### config.mk
export PLATFORM = sky130hd
export DESIGN_NAME = seg_scan_ctrl
export DESIGN_NICKNAME = d
export VERILOG_FILES = /design/src/rtl/seg_pkg.sv /design/src/rtl/seg_prescaler.sv /design/src/rtl/seg_scan_ctrl.sv
export SDC_FILE = /design/constraint.sdc
export NUM_CORES = 1
export LEC_CHECK = 0
export ABC_AREA = 1
export CORE_MARGIN = 2
export CORE_UTILIZATION = 30
export DETAILED_ROUTE_END_ITERATION = 8
export PLACE_DENSITY = 0.59
export SLEW_MARGIN = 5
export SYNTH_ARGS = -nofsm -noshare
export SYNTH_HDL_FRONTEND = slang
export SYNTH_HIERARCHICAL = 1
export SYNTH_SLANG_ARGS = --single-unit
### constraint.sdc
create_clock -name clk_i -period 3.7 [get_ports clk_i]
set_input_delay 0.555 -clock clk_i [delete_from_list [all_inputs] [get_ports clk_i]]
set_output_delay 0.555 -clock clk_i [all_outputs]
set_load 0.02 [all_outputs]
### src/rtl/seg_pkg.sv
// Shared types, constants and helpers for the seven-segment scan controller.
// The lz_mask_of helper is only referenced when SEG_LZ_BLANK_EN is defined.
package seg_pkg;

   typedef enum logic {
      BLANK = 1'b0,
      SHOW  = 1'b1
   } scan_state_t;

   localparam logic [6:0] SEG_OFF = 7'h7F;
   localparam logic [7:0] AN_OFF  = 8'hFF;

   // Active-low segment pattern {a,b,c,d,e,f,g} for one hex nibble.
   function automatic logic [6:0] seg_decode(input logic [3:0] nib);
      logic [6:0] seg;
      case (nib)
         4'h0:    seg = 7'b0000001;
         4'h1:    seg = 7'b1001111;
         4'h2:    seg = 7'b0010010;
         4'h3:    seg = 7'b0000110;
         4'h4:    seg = 7'b1001100;
         4'h5:    seg = 7'b0100100;
         4'h6:    seg = 7'b0100000;
         4'h7:    seg = 7'b0001111;
         4'h8:    seg = 7'b0000000;
         4'h9:    seg = 7'b0000100;
         4'hA:    seg = 7'b0001000;
         4'hB:    seg = 7'b1100000;
         4'hC:    seg = 7'b0110001;
         4'hD:    seg = 7'b1000010;
         4'hE:    seg = 7'b0110000;
         default: seg = 7'b0111000;
      endcase
      return seg;
   endfunction

   // Bit i set means digit i is a leading zero; digit 0 is never suppressed.
   function automatic logic [7:0] lz_mask_of(input logic [31:0] val);
      logic [7:0] mask;
      logic       allZero;
      mask    = '0;
      allZero = 1'b1;
      for (int i = 7; i >= 1; i--) begin
         allZero = allZero && (val[4*i +: 4] == 4'h0);
         mask[i] = allZero;
      end
      return mask;
   endfunction

endpackage

### src/rtl/seg_prescaler.sv
// Digit-slot timebase: counts PRESCALE clocks per slot and flags the last one.
module seg_prescaler
   import seg_pkg::*;
#(
   parameter int unsigned PRESCALE = 6250,
   parameter int unsigned CNT_W    = $clog2(PRESCALE)
) (
   input  logic             clk_i,
   input  logic             rst_i,
   output logic [CNT_W-1:0] slot_cnt_o,
   output logic             slot_end_o
);

   logic [CNT_W-1:0] slot_cnt_q;
   logic [CNT_W-1:0] slot_cnt_d;

   assign slot_end_o = (slot_cnt_q == CNT_W'(PRESCALE - 1));
   assign slot_cnt_d = slot_end_o ? '0 : slot_cnt_q + CNT_W'(1);
   assign slot_cnt_o = slot_cnt_q;

   always_ff @(posedge clk_i or posedge rst_i) begin
      if (rst_i) begin
         slot_cnt_q <= '0;
      end else begin
         slot_cnt_q <= slot_cnt_d;
      end
   end

endmodule

### src/rtl/seg_scan_ctrl.sv
// 8-digit active-low seven-segment scanner with frame-boundary snapshotting.
// Optional leading-zero suppression is enabled by defining SEG_LZ_BLANK_EN.
module seg_scan_ctrl
   import seg_pkg::*;
#(
   parameter int unsigned PRESCALE  = 6250,
   parameter int unsigned BLANK_CYC = 64
) (
   input  logic        clk_i,
   input  logic        rst_i,
   input  logic [31:0] debug_val_i,
   input  logic [31:0] disp_val_i,
   input  logic        sel_debug_i,
   input  logic        freeze_i,
   output logic [7:0]  an_o,
   output logic [6:0]  sev_out_o,
   output logic        frame_done_o
);

   localparam int unsigned CNT_W = $clog2(PRESCALE);

   logic [CNT_W-1:0] slot_cnt;
   logic             slot_end;

   scan_state_t      state_q, state_d;
   logic [2:0]       dig_idx_q, dig_idx_d;
   logic [31:0]      snap_q, snap_d;
   logic [7:0]       an_q, an_d;
   logic [6:0]       sev_q, sev_d;
   logic             frame_done_q;
   logic             boundary;
   logic             snapLoad;
   logic             lit;

   seg_prescaler #(
      .PRESCALE (PRESCALE),
      .CNT_W    (CNT_W)
   ) u_prescaler (
      .clk_i      (clk_i),
      .rst_i      (rst_i),
      .slot_cnt_o (slot_cnt),
      .slot_end_o (slot_end)
   );

   assign boundary = slot_end && (dig_idx_q == 3'd7);
   assign snapLoad = boundary && !freeze_i;

   always_comb begin
      state_d = state_q;
      case (state_q)
         BLANK:   if (slot_cnt == CNT_W'(BLANK_CYC - 1)) state_d = SHOW;
         default: if (slot_end) state_d = BLANK;
      endcase
   end

`ifdef SEG_LZ_BLANK_EN
   logic [7:0] lz_mask_q, lz_mask_d;

   assign lz_mask_d = snapLoad ? lz_mask_of(snap_d) : lz_mask_q;

   // Reset value matches the cleared snapshot: only digit 0 lights.
   always_ff @(posedge clk_i or posedge rst_i) begin
      if (rst_i) begin
         lz_mask_q <= 8'hFE;
      end else begin
         lz_mask_q <= lz_mask_d;
      end
   end
`endif

   always_comb begin
      dig_idx_d = slot_end ? dig_idx_q + 3'd1 : dig_idx_q;
      snap_d    = snap_q;
      if (snapLoad) begin
         snap_d = sel_debug_i ? debug_val_i : disp_val_i;
      end
      lit = (state_q == SHOW);
`ifdef SEG_LZ_BLANK_EN
      lit = lit && !lz_mask_q[dig_idx_q];
`endif
      an_d  = lit ? ~(8'd1 << dig_idx_q) : AN_OFF;
      sev_d = seg_decode(snap_q[{dig_idx_q, 2'b00} +: 4]);
   end

   // Outputs lag the state/index by one cycle so they come straight from flops.
   always_ff @(posedge clk_i or posedge rst_i) begin
      if (rst_i) begin
         state_q      <= BLANK;
         dig_idx_q    <= '0;
         snap_q       <= '0;
         an_q         <= AN_OFF;
         sev_q        <= SEG_OFF;
         frame_done_q <= 1'b0;
      end else begin
         state_q      <= state_d;
         dig_idx_q    <= dig_idx_d;
         snap_q       <= snap_d;
         an_q         <= an_d;
         sev_q        <= sev_d;
         frame_done_q <= boundary;
      end
   end

   assign an_o         = an_q;
   assign sev_out_o    = sev_q;
   assign frame_done_o = frame_done_q;

endmodule

==> results of run 1 <==
## kinds of logic after synthesis
logic type / Yosys count / synth area share, %
DFF: 65 / 44.0
adders and majority gates: 14 / 4.69
and+or+nand+nor: 214 / 25.9
buffers and inverters: 114 / 12.3
xor gates and xnor gates: 3 / 0.703
AOI/OAI and AO/OA: 76 / 12.4
## worst paths after layout
path,startpoint,to,slack (ns),depth (start not counted)
max,u_prescaler/slot_cnt_o[1],snap_q[9],0.90,11
min,snap_q[6],snap_q[6],0.52,2
max reg2reg,u_prescaler/slot_cnt_o[1],snap_q[9],0.90,11
min reg2reg,snap_q[6],snap_q[6],0.52,2
max in group asynchronous,rst_i,lit,2.19,2
min in group asynchronous,rst_i,u_prescaler/slot_cnt_o[3],0.63,2
## cell type report
type                       instances  area [µm²]  share of cell area (%)
clock inverter                     5        80.1                    1.60
multi-input combinational        307        1630                    32.6
sequential                        65        1650                    32.9
timing repair buffer              86         848                    16.9
clock buffer                      11         233                    4.65
tap                              168         210                    4.20
inverter                          95         357                    7.12
## power by group through the flow
stage,sequential (W),clock (W),combinational (W)
after floorplan,0.000785,0,0.0000976
after global placement,0.000773,0,0.000222
after detailed placement,0.000773,0,0.000225
after CTS,0.000762,0.000913,0.000227
after global routing,0.000764,0.000944,0.000251
final,0.000761,0.000890,0.000224
## registers in the layout (all words and copies together) (netlist names)
| signal | count |
|---|---|
| lit | 1 |
| dig_idx_q | 3 |
| an_o | 8 |
| u_prescaler/slot_cnt_o | 13 |
| sev_out_o | 7 |
| frame_done_o | 1 |
| snap_q | 32 |
## critical path: stages, from the launching register on
cell and delay (ns):
dfrtp_1 0.42, inv_1 0.07, ha_1 0.14, nand2_1 0.05, nor3_1 0.22, nand3_2 0.22, inv_1 0.23, nand2_1 0.14
nor2_4 0.66, buf_4 0.30, o211ai_1 0.10, o21ai_0 0.13
## routing by layer
metal / GRT usage [%] / vias to the layer above
li1: - / 1684
met3: 3.50 / 2
met1: 18.4 / 1516
met5: 0 / -
met2: 25.6 / 62
met4: 2.86 / 0
## stage by stage
step	total power (W)	hold slack [ns]	util, %	std cells	area, µm²
floorplan	0.000882	0.432	-	486	3740
CTS	0.00190	0.522	41.3	737	5010
global placement	0.000995	0.502	38.8	721	4690
finish	0.00187	0.523	41.3	737	5010
global route	0.00196	0.558	41.3	737	5010
detailed placement	0.000999	0.510	38.8	721	4690
## cells in the final DEF (no fill, tap or decap)
master,netlist,layout
nand2_1,126,126
inv_1,90,89
clkdlybuf4s50_1,0,82
dfrtp_1,50,50
nand3_1,44,44
o21ai_0,35,35
o211ai_1,32,32
nor2_1,21,21
dfstp_2,15,15
ha_1,14,14
clkbuf_16,0,9
a21oi_1,5,5
inv_2,4,5
nand3_2,4,4
nor2_2,4,4
o21ai_1,3,3
nand2_2,3,3
nand4_1,3,3
xor2_1,3,3
buf_4,5,3
nor2_4,2,2
nand3_4,2,2
bufinv_16,0,2
clkbuf_1,6,2
clkinvlp_4,0,2
clkinv_1,1,1
nand2_4,1,1
nor4b_1,1,1
nor4_1,1,1
clkinv_2,0,1
buf_2,4,1
nor3_1,1,1
o21bai_1,1,1
or2_2,1,1
==> qor.csv, run 1 <==
metric,value,unit
post-synthesis sequential area ratio,44.0,%
Final Net Count,646,
wire per inst,12.2,µm
YS warnings,6,
Place WS,0.941,ns
I/O Pins,84,
Syn Nets,568,
Post-synth EDFFs,0,
Psw,0.000423,W
vias in the first global route,3291,
leading area contributor after synthesis,dfrtp_1,
minimum clock period after layout,2.80,ns
largest net degree at the start of global routing,65,
Avg Inst Size Synth,7.69,µm²
crit-path max FO,42,
ys async rst share,100,%
WL met3,381,µm
Seq cells post-synth,65,
Post-route DRC,0,
Area Growth Syn to Fin,33.9,%
min-delay worst type,register to register,
first-pass GRT wire length,15.6,mm
chip width,116,µm
Worst EP required,3.93,ns
Mapped Area,3740,µm²
vias per cell,4.43,
clk root buf,clkbuf_16,
Post-Syn Instances,486,
FMAX,358,MHz
met1 WL,4.18,mm
H-tree Lvls,3,
leakage power,2.39,nW
Initial Util,30.9,%
top post-synthesis cells by area,"dfrtp_1 33%, nand2_1 13%, dfstp_2 11%, inv_1 9.0%, o211ai_1 6.4%",
Setup TNS,0,ns
CTS hold repair buffers,0,
worst slew pin tran,1.08,ns
critical path capture point type,register,
PD cells,374,nW/µm²
VDD IR max,0.223,mV
Setup crit start kind,register,
Final Max Tran Viols,0,
Final setup viols,0,
Worst-Skew Late Latency,0.32,ns
postcts setup bufs,0,
TritonCTS clock tree,yes,
antenna violations before repair,0,
top cell type's share of synthesized area,33.5,%
Final Skew,0.00988,ns
full die area,13400,µm²
RSZ-0062 raised after global routing,no,
Fin. Hold Viols,0,
switching share of power,22.5,%
total track usage,14.6,%
main flop type after synthesis,dfrtp_1,
Cell variety after synth,31,
TritonCTS Buffers,9,
core box area,12100,µm²
Comb power frac,11.9,%
critical path class,register to register,
Commonest cells post-synth,"126 x nand2_1, 90 x inv_1, 50 x dfrtp_1",
Final ANT Viol Nets,0,
GRT overflow,0,
filler cell count,1290,
fin worst setup slack,0.905,ns
Max-Cap Viols,0,
max layer used,met4,
first drt pass iteration count,5,
met2 WL,4.41,mm
Std-Cell Rows,40,
vias post-DR,3264,
Crit path arrival time,3.03,ns
Routed Wire Length,8.98,mm
routability cong.,0.807,
most common cell in the netlist,nand2_1,
clk buf depth,2,
IO buf count,83,
Slew headroom,28.0,%
Seq pwr share,40.6,%
CTS resizes,0,
Pint,0.00145,W
chip height,116,µm
CTS sink cnt,65,
post-route clock period utilization,75.5,%
Clock power frac,47.5,%
ANT cells,0,
layout cells sized above 1,9.67,%
initial drt markers,178,
Clock transition at path regs,0.06,ns
Final HPWL DP,6.66,mm
outcome,finished clean,
Note: power is estimated with default switching activity, not from simulation.
==> inputs of run 2 (changes only) <==
==> constraint.sdc (replaced) <==
create_clock -name clk_i -period 2.6 [get_ports clk_i]
set_input_delay 0.39 -clock clk_i [delete_from_list [all_inputs] [get_ports clk_i]]
set_output_delay 0.39 -clock clk_i [all_outputs]
set_load 0.02 [all_outputs]
==> run 2 against run 1 <==
Worst setup slack got worse by 0.51 ns. First-iteration DRC count rose by 9.6%. Sequential share of layout area fell by 0.066 points. Clock skew fell by 0.0012 ns. Via count fell by 1.4%. Flip-flop and latch count did not move. Critical path depth did not move. Non-clock buffer count rose by 3. Wire length fell by 1.6%. Critical endpoint is now snap_q[10]. Largest power group unchanged. Highest routed layer unchanged.
==> qor.csv, run 2 (synthesized netlist as in run 1, its figures left out) <==
metric,value,unit
Setup crit start kind,register,
first drt pass iteration count,4,
cells along the critical path,inv_1 -> ha_1 -> nand2_1 -> nor3_1 -> nand3_2 -> inv_1 -> nand2_1 -> nor2_4 -> buf_12 -> o211ai_1 -> o21ai_0,
routability cong.,0.791,
initial drt markers,195,
Final ANT Viol Nets,0,
Post-route DRC,0,
Design Power,0.00251,W
Initial Util,30.9,%
vias in the first global route,3295,
CTS hold repair buffers,0,
critical path class,register to register,
vias post-DR,3217,
TritonCTS Buffers,9,
crit-path max cell delay,0.41,ns
Final Net Count,649,
TritonCTS clock tree,yes,
max reg flops,32,
crit-path max FO,64,
post-route clock period utilization,84.9,%
wire per inst,11.9,µm
most frequent cells in the layout,"126 x nand2_1, 89 x inv_1, 82 x clkdlybuf4s50_1",
worst slew pin tran,0.544,ns
IO buf count,83,
Crit-path slowest cell,dfrtp_1,
VDD IR max,0.271,mV
Crit path arrival time,2.45,ns
most flop-heavy register,snap_q,
min-delay worst type,primary input to asynchronous set/reset pin,
Worst EP required,2.84,ns
Worst-Skew Late Latency,0.33,ns
CTS resizes,0,
Max-Cap Viols,0,
post-route cell area,5020,µm²
full die area,13400,µm²
Final HPWL DP,6.70,mm
Final Max Tran Viols,0,
first-pass GRT wire length,15.1,mm
critical path capture point type,register,
chip height,116,µm
Final setup viols,0,
FMAX,453,MHz
vias per cell,4.35,
Std-Cell Rows,40,
I/O Pins,84,
GRT overflow,0,
clk root buf,clkbuf_16,
layout cells sized above 1,10.1,%
Fin. Hold Viols,0,
Placed Instance Area,4740,µm²
clk buf depth,2,
ANT cells,0,
postcts setup bufs,0,
H-tree Lvls,3,
RSZ-0062 raised after global routing,no,
outcome,finished clean,
Routed Wire Length,8.84,mm
core box area,12100,µm²
Clock transition at path regs,0.05,ns
antenna violations before repair,0,
Area Growth Syn to Fin,34.2,%
total track usage,14.3,%
CTS sink cnt,65,
Slew headroom,63.7,%
minimum clock period after layout,2.21,ns
PD cells,500,nW/µm²
Setup TNS,0,ns
largest net degree at the start of global routing,65,
leakage power,2.41,nW
"commonest non-fill, non-tap cell in the layout",nand2_1,
Final Skew,0.00870,ns
chip width,116,µm
==> run 2: cell types whose count changed in the layout (fill, tap and decap cells not counted), sizes merged <==
cell	before	now
clkinvlp	2	0
buf	4	7
bufinv	2	0
clkbuf	11	13
clkinv	2	4
==> run 2: per-stage QoR <==
stage	worst slack, ns	hold WS (ns)	cells	util (%)
finish	0.391	0.460	740	41.4
global route	0.0707	0.513	740	41.4
CTS	0.381	0.474	740	41.4
detailed placement	0.409	0.507	724	39.2
global placement	0.459	0.506	724	39.2
floorplan	0.690	0.267	486	-
==> run 2: path summary, 6_finish.rpt <==
check,slack (ns),endpoint,cells after the start,start
worst max register to register,0.39,snap_q[10],11,u_prescaler/slot_cnt_o[1]
max in group asynchronous,1.60,snap_q[1],3,rst_i
worst min register to register,0.52,snap_q[5],2,snap_q[5]
worst min-delay path,0.46,snap_q[6],2,rst_i
worst max-delay path,0.39,snap_q[10],11,u_prescaler/slot_cnt_o[1]
min in group clk_i,0.52,snap_q[5],2,snap_q[5]
==> run 2: where the power goes <==
group	internal [W]	switching, W
Sequential	0.00107	0.0000137
Clock	0.000692	0.000409
Combinational	0.000164	0.000158
==> run 2: critical path: cells and delay by family, from the launching register on <==
kind,cells,cell delay [ns]
buffers and inverters,3,0.54
and+or+nand+nor,5,0.77
adders and majority gates,1,0.14
AOI/OAI and AO/OA,2,0.24
DFF,1,0.41
==> run 2: per-layer routing <==
metal | global-route usage [%] | wire [µm]
met5 | 0 | 0
met4 | 3.57 | 77
met3 | 3.56 | 452
met2 | 24.9 | 4180
met1 | 17.7 | 4130
==> run 2: final cells by class <==
class,count,area (µm²)
Clock buffer,13,260
Clock inverter,3,15.0
Fill cell,1258,7090
Inverter,95,357
Multi-Input combinational cell,307,1630
Sequential cell,65,1650
Tap cell,168,210
Timing Repair Buffer,89,896
==> variant 1 (flow settings as in run 2) <==
Add an input register stage for `debug_val_i`, `disp_val_i`, `sel_debug_i` and `freeze_i`, with the module's reset; this delays them by one clock.
--- a/src/rtl/seg_scan_ctrl.sv
+++ b/src/rtl/seg_scan_ctrl.sv
@@ -19,4 +19,23 @@
 
    localparam int unsigned CNT_W = $clog2(PRESCALE);
+
+   logic [31:0] debug_val_q;
+   logic [31:0] disp_val_q;
+   logic sel_debug_q;
+   logic freeze_q;
+
+   always_ff @(posedge clk_i or posedge rst_i) begin
+      if (rst_i) begin
+         debug_val_q <= '0;
+         disp_val_q  <= '0;
+         sel_debug_q <= '0;
+         freeze_q    <= '0;
+      end else begin
+         debug_val_q <= debug_val_i;
+         disp_val_q  <= disp_val_i;
+         sel_debug_q <= sel_debug_i;
+         freeze_q    <= freeze_i;
+      end
+   end
 
    logic [CNT_W-1:0] slot_cnt;
@@ -44,5 +63,5 @@
 
    assign boundary = slot_end && (dig_idx_q == 3'd7);
-   assign snapLoad = boundary && !freeze_i;
+   assign snapLoad = boundary && !freeze_q;
 
    always_comb begin
@@ -73,5 +92,5 @@
       snap_d    = snap_q;
       if (snapLoad) begin
-         snap_d = sel_debug_i ? debug_val_i : disp_val_i;
+         snap_d = sel_debug_q ? debug_val_q : disp_val_q;
       end
       lit = (state_q == SHOW);
Function: same outputs for any inputs over 10 cycles, from zero or initial values and one cycle with rst_i high; that may be too few to reach the edited logic, so the function may still have changed.
==> variant 1 against run 2 <==
- wire length increased by 24%
- worst hold slack got worse by 0.053 ns
- area after synthesis increased by 44%
- global-route usage decreased by 1.8 points
- clock skew decreased by 0.0035 ns
- clock power increased by 120%
- combinational power decreased by 45%
- synthesized cell count increased by 13%
- final area increased by 42%
- worst setup slack got worse by 0.037 ns
- total power increased by 89%
- sequential cell count increased by 66
- critical endpoint is now snap_q[25]$_DFFE_PP0P_
- largest power group unchanged
==> variant 1: results (changes against run 2) <==
[final_layout]
drive_above_1_share_pct=12.04  ; was 10.14%
nNetsFinal=725  ; was 649
num-fill-cells=1736  ; was 1258

[global_route]
track_usage_pct=12.42  ; was 14.27%
grt_pass1_wl_um=19130  ; was 15120 um
grt_util_met3_pct=2.910  ; was 3.556%
met2_usage_pct=19.85  ; was 24.91%
grt_pass1_vias=3956  ; was 3295
grt_use_met1_pct=16.18  ; was 17.73%

[worst_hold_path]
hold_path_class=in -> reg  ; was in -> async

[route]
wl_um=10940  ; was 8836 um
route.met2.wl_um=5177  ; was 4180 um
drtIter0Drc=277  ; was 195
dr_wl_met3_um=467  ; was 452 um
drt-met1-wl_um=5101  ; was 4125 um
vias=3814  ; was 3217

[logic_synthesis]
synth_seq_area_share_pct=61.18  ; was 44.01%
ys_types=31  ; unchanged
syn_nets=633  ; was 568
syn_avg_cell_area_sq_um=9.780  ; was 7.693 sq um
synth_area_leaders=dfrtp_1, nand2_1, dfstp_2, inv_1, o211ai_1  ; unchanged
synth_common_cells=nand2_1, dfrtp_1, inv_1, nand3_1, o211ai_1  ; was nand2_1, inv_1, dfrtp_1, nand3_1, o21ai_0

[cts]
cts_made_buffers=17  ; was 9
cts-root-buf=clkbuf_16  ; unchanged
worstSkewPairLatency_ns=0.41  ; was 0.33 ns
htreeDepth=4  ; was 3

[power_and_ir_drop]
powerClk_mw=2.45  ; was 1.10 mW
p_leak_nw=3.364  ; was 2.406 nW
pwr-share-comb_pct=3.7  ; was 12.9%
p_int_mw=3.744  ; was 1.926 mW
p_switching_mw=1.001  ; was 0.5808 mW
ir_drop_mv=0.4841  ; was 0.2709 mV

[status]
status=complete, no violations  ; unchanged

[timing]
max_slew_margin_pct=40.32  ; was 63.68%
skew_ns=0.005171  ; was 0.008698 ns

[critical_path]
slowest_stage=dfrtp_1  ; unchanged
r2r_slack_ns=0.35  ; was 0.39 ns

[placed_design]
globalplace.congestion=0.8493  ; was 0.7913
dp_hpwl_um=7898  ; was 6698 um
place_inst=853  ; was 724

[variant 1: cell count changes after synthesis, moves of 2 or more]
cell	delta
o21ai_1	+3
o21ai_0	-4
clkbuf_1	-3
buf_2	+2
dfrtp_1	+66
[variant 1: path summary, 6_finish.rpt]
check	start	to	cells past startpoint
setup / recovery	u_prescaler/slot_cnt_o[1]$_DFF_PP0_	snap_q[25]$_DFFE_PP0P_	11
hold / removal	debug_val_i[3]	debug_val_q[3]$_DFF_PP0_	1
setup reg to reg	u_prescaler/slot_cnt_o[1]$_DFF_PP0_	snap_q[25]$_DFFE_PP0P_	11
hold reg to reg	disp_val_q[2]$_DFF_PP0_	snap_q[2]$_DFFE_PP0P_	2
max in group asynchronous	rst_i	sel_debug_q$_DFF_PP0_	3
min in group asynchronous	rst_i	u_prescaler/slot_cnt_o[11]$_DFF_PP0_	2
[variant 1: per-stage QoR]
step,setup slack [ns],hold slack [ns],area (sq um)
finish,0.3541,0.4076,7127
global route,0.03898,0.3940,7127
CTS,0.3454,0.3944,7127
detailed placement,0.3720,0.4804,6511
global placement,0.5200,0.4684,6511
floorplan,0.7331,0.2670,5393
[variant 1: kinds of logic after synthesis]
logic type | Yosys count | share of synthesized area (%)
AO/OA/AOI/OAI | 75 | 8.498
buffers and inverters | 113 | 8.498
flip-flops | 131 | 61.18
adder cells (fa/ha/maj) | 14 | 3.251
XOR/XNOR | 3 | 0.4877
AND/OR/NAND/NOR | 215 | 18.09
[variant 1: area by class of cell]
| type | count | share of cell area, % |
|---|---|---|
| Tap cell | 229 | 4.020 |
| Clock buffer | 18 | 6.162 |
| Inverter | 94 | 5.004 |
| Timing Repair Buffer | 92 | 13.13 |
| Clock inverter | 14 | 2.475 |
| Sequential cell | 131 | 46.28 |
| Multi-Input combinational cell | 307 | 22.93 |
==> variant 2 (flow settings as in run 2) <==
Without the edit above. The option `SEG_LZ_BLANK_EN` is turned on by a define.
--- a/src/rtl/seg_scan_ctrl.sv
+++ b/src/rtl/seg_scan_ctrl.sv
@@ -1,4 +1,6 @@
 // 8-digit active-low seven-segment scanner with frame-boundary snapshotting.
 // Optional leading-zero suppression is enabled by defining SEG_LZ_BLANK_EN.
+`define SEG_LZ_BLANK_EN
+
 module seg_scan_ctrl
    import seg_pkg::*;
Function: same outputs for any inputs over 10 cycles, from zero or initial values and one cycle with rst_i high; that may be too few to reach the edited logic, so the function may still have changed.
==> variant 2 against run 2 <==
- area after synthesis grew 9.7%
- count of clock-buffer cells in the layout shrank 3
- total power grew 10%
- final area grew 15%
- sequential cell count grew 7
- worst setup slack lost 0.26 ns
- wire length grew 15%
- critical path type unchanged
- critical endpoint is now lz_mask_q[1]$_DFFE_PP1N_
- largest power group unchanged
==> variant 2: results (changes against run 2) <==
[status]
status=complete, no violations  ; unchanged

[critical_path]
slowest_delay_ns=0.41  ; about the same
reg2regPathDepth=17  ; was 11
crit_fanout=5  ; was 64
cp_top_family=simple AND/OR/NAND/NOR gates  ; unchanged
arrival_ns=2.75  ; was 2.45 ns
r2r-end=lz_mask_q[1]$_DFFE_PP1N_  ; was snap_q[10]$_DFFE_PP0P_

[route]
wire_per_inst_um=12.03  ; was 11.94 um
viasPerCell=4.479  ; was 4.347
wl_um=10200  ; was 8836 um
dr.pass1.iters=5  ; was 4
drtIter0Drc=242  ; was 195

[timing]
holdWs_ns=0.4472  ; was 0.4604 ns
setup_viol=0  ; unchanged
skew_ns=0.008689  ; was 0.008698 ns
tightest_slew_ns=0.5053  ; was 0.5442 ns

[final_layout]
num-fill-cells=1335  ; was 1258
nNetsFinal=749  ; was 649
final_area_sq_mm=0.005763  ; was 0.005017 sq mm
drive_above_1_share_pct=17.11  ; was 10.14%

[logic_synthesis]
synth_area_leaders=dfrtp_1, nand2_1, dfstp_2, inv_1, o21ai_0  ; was dfrtp_1, nand2_1, dfstp_2, inv_1, o211ai_1
syn_inst=566  ; was 486
synth_seq_area_share_pct=44.59  ; was 44.01%
syn_nets=648  ; was 568
synth_common_cells=nand2_1, inv_1, dfrtp_1, o21ai_0, nor2_1  ; was nand2_1, inv_1, dfrtp_1, nand3_1, o21ai_0
ys_types=33  ; was 31

[cts]
cts-root-buf=clkbuf_16  ; unchanged

[placed_design]
globalplace.congestion=0.8222  ; was 0.7913
pre_cts_slack_ns=0.08454  ; was 0.4091 ns
place_area_sq_mm=0.005177  ; was 0.004742 sq mm
dp_hpwl_um=7326  ; was 6698 um
place_inst=817  ; was 724

[global_route]
track_usage_pct=14.07  ; was 14.27%
grt_max_degree=60  ; was 65
grt_pass1_wl_um=16680  ; was 15120 um
grt_pass1_vias=3685  ; was 3295

[power_and_ir_drop]
p_leak_nw=2.778  ; was 2.406 nW
ir_drop_mv=0.2586  ; was 0.2709 mV

## variant 2: cell families after synthesis
| logic type | count (synthesis) | synth area share (%) |
|---|---|---|
| AOI/OAI and AO/OA | 76 | 9.820 |
| adders and majority gates | 14 | 4.270 |
| xor gates and xnor gates | 3 | 0.6406 |
| and+or+nand+nor | 295 | 30.28 |
| DFF | 72 | 44.59 |
| buffers and inverters | 106 | 10.40 |
## variant 2: power by group
group	total (mW)	switching (mW)	leakage (nW)	internal [mW]
combinational	0.352	0.174	1.80	0.178
clock	1.22	0.472	0.139	0.745
sequential	1.19	0.0162	0.837	1.17
total	2.76	0.663	2.78	2.10
## variant 2: metal layers
| metal | vias up | GRT usage, % | share of wire, % | wire, um |
|---|---|---|---|---|
| met2 | 98 | 23.03 | 47 | 4756 |
| met4 | 0 | 4.869 | 1.7 | 171 |
| li1 | 1957 | - | - | - |
| met3 | 16 | 2.820 | 5.2 | 527 |
| met5 | - | 0 | 0 | 0 |
| met1 | 1727 | 18.50 | 47 | 4745 |
## variant 2: worst max path at each step
stage	end	slack (ns)	cells past startpoint
final	lz_mask_q[1]$_DFFE_PP1N_	0.13	17
after global routing	lz_mask_q[1]$_DFFE_PP1N_	-0.07	17
after CTS	lz_mask_q[1]$_DFFE_PP1N_	0.07	17
after detailed placement	lz_mask_q[1]$_DFFE_PP1N_	0.08	17
after global placement	lz_mask_q[1]$_DFFE_PP1N_	0.23	17
after floorplan	lz_mask_q[1]$_DFFE_PP1N_	0.38	17
## variant 2: layout make-up
type                       instances  area share [%]
tap                              176           3.821
multi-input combinational        388           33.93
sequential                        72           31.74
inverter                          86           5.645
timing repair buffer             110           19.71
clock buffer                      10           3.973
clock inverter                     6           1.172
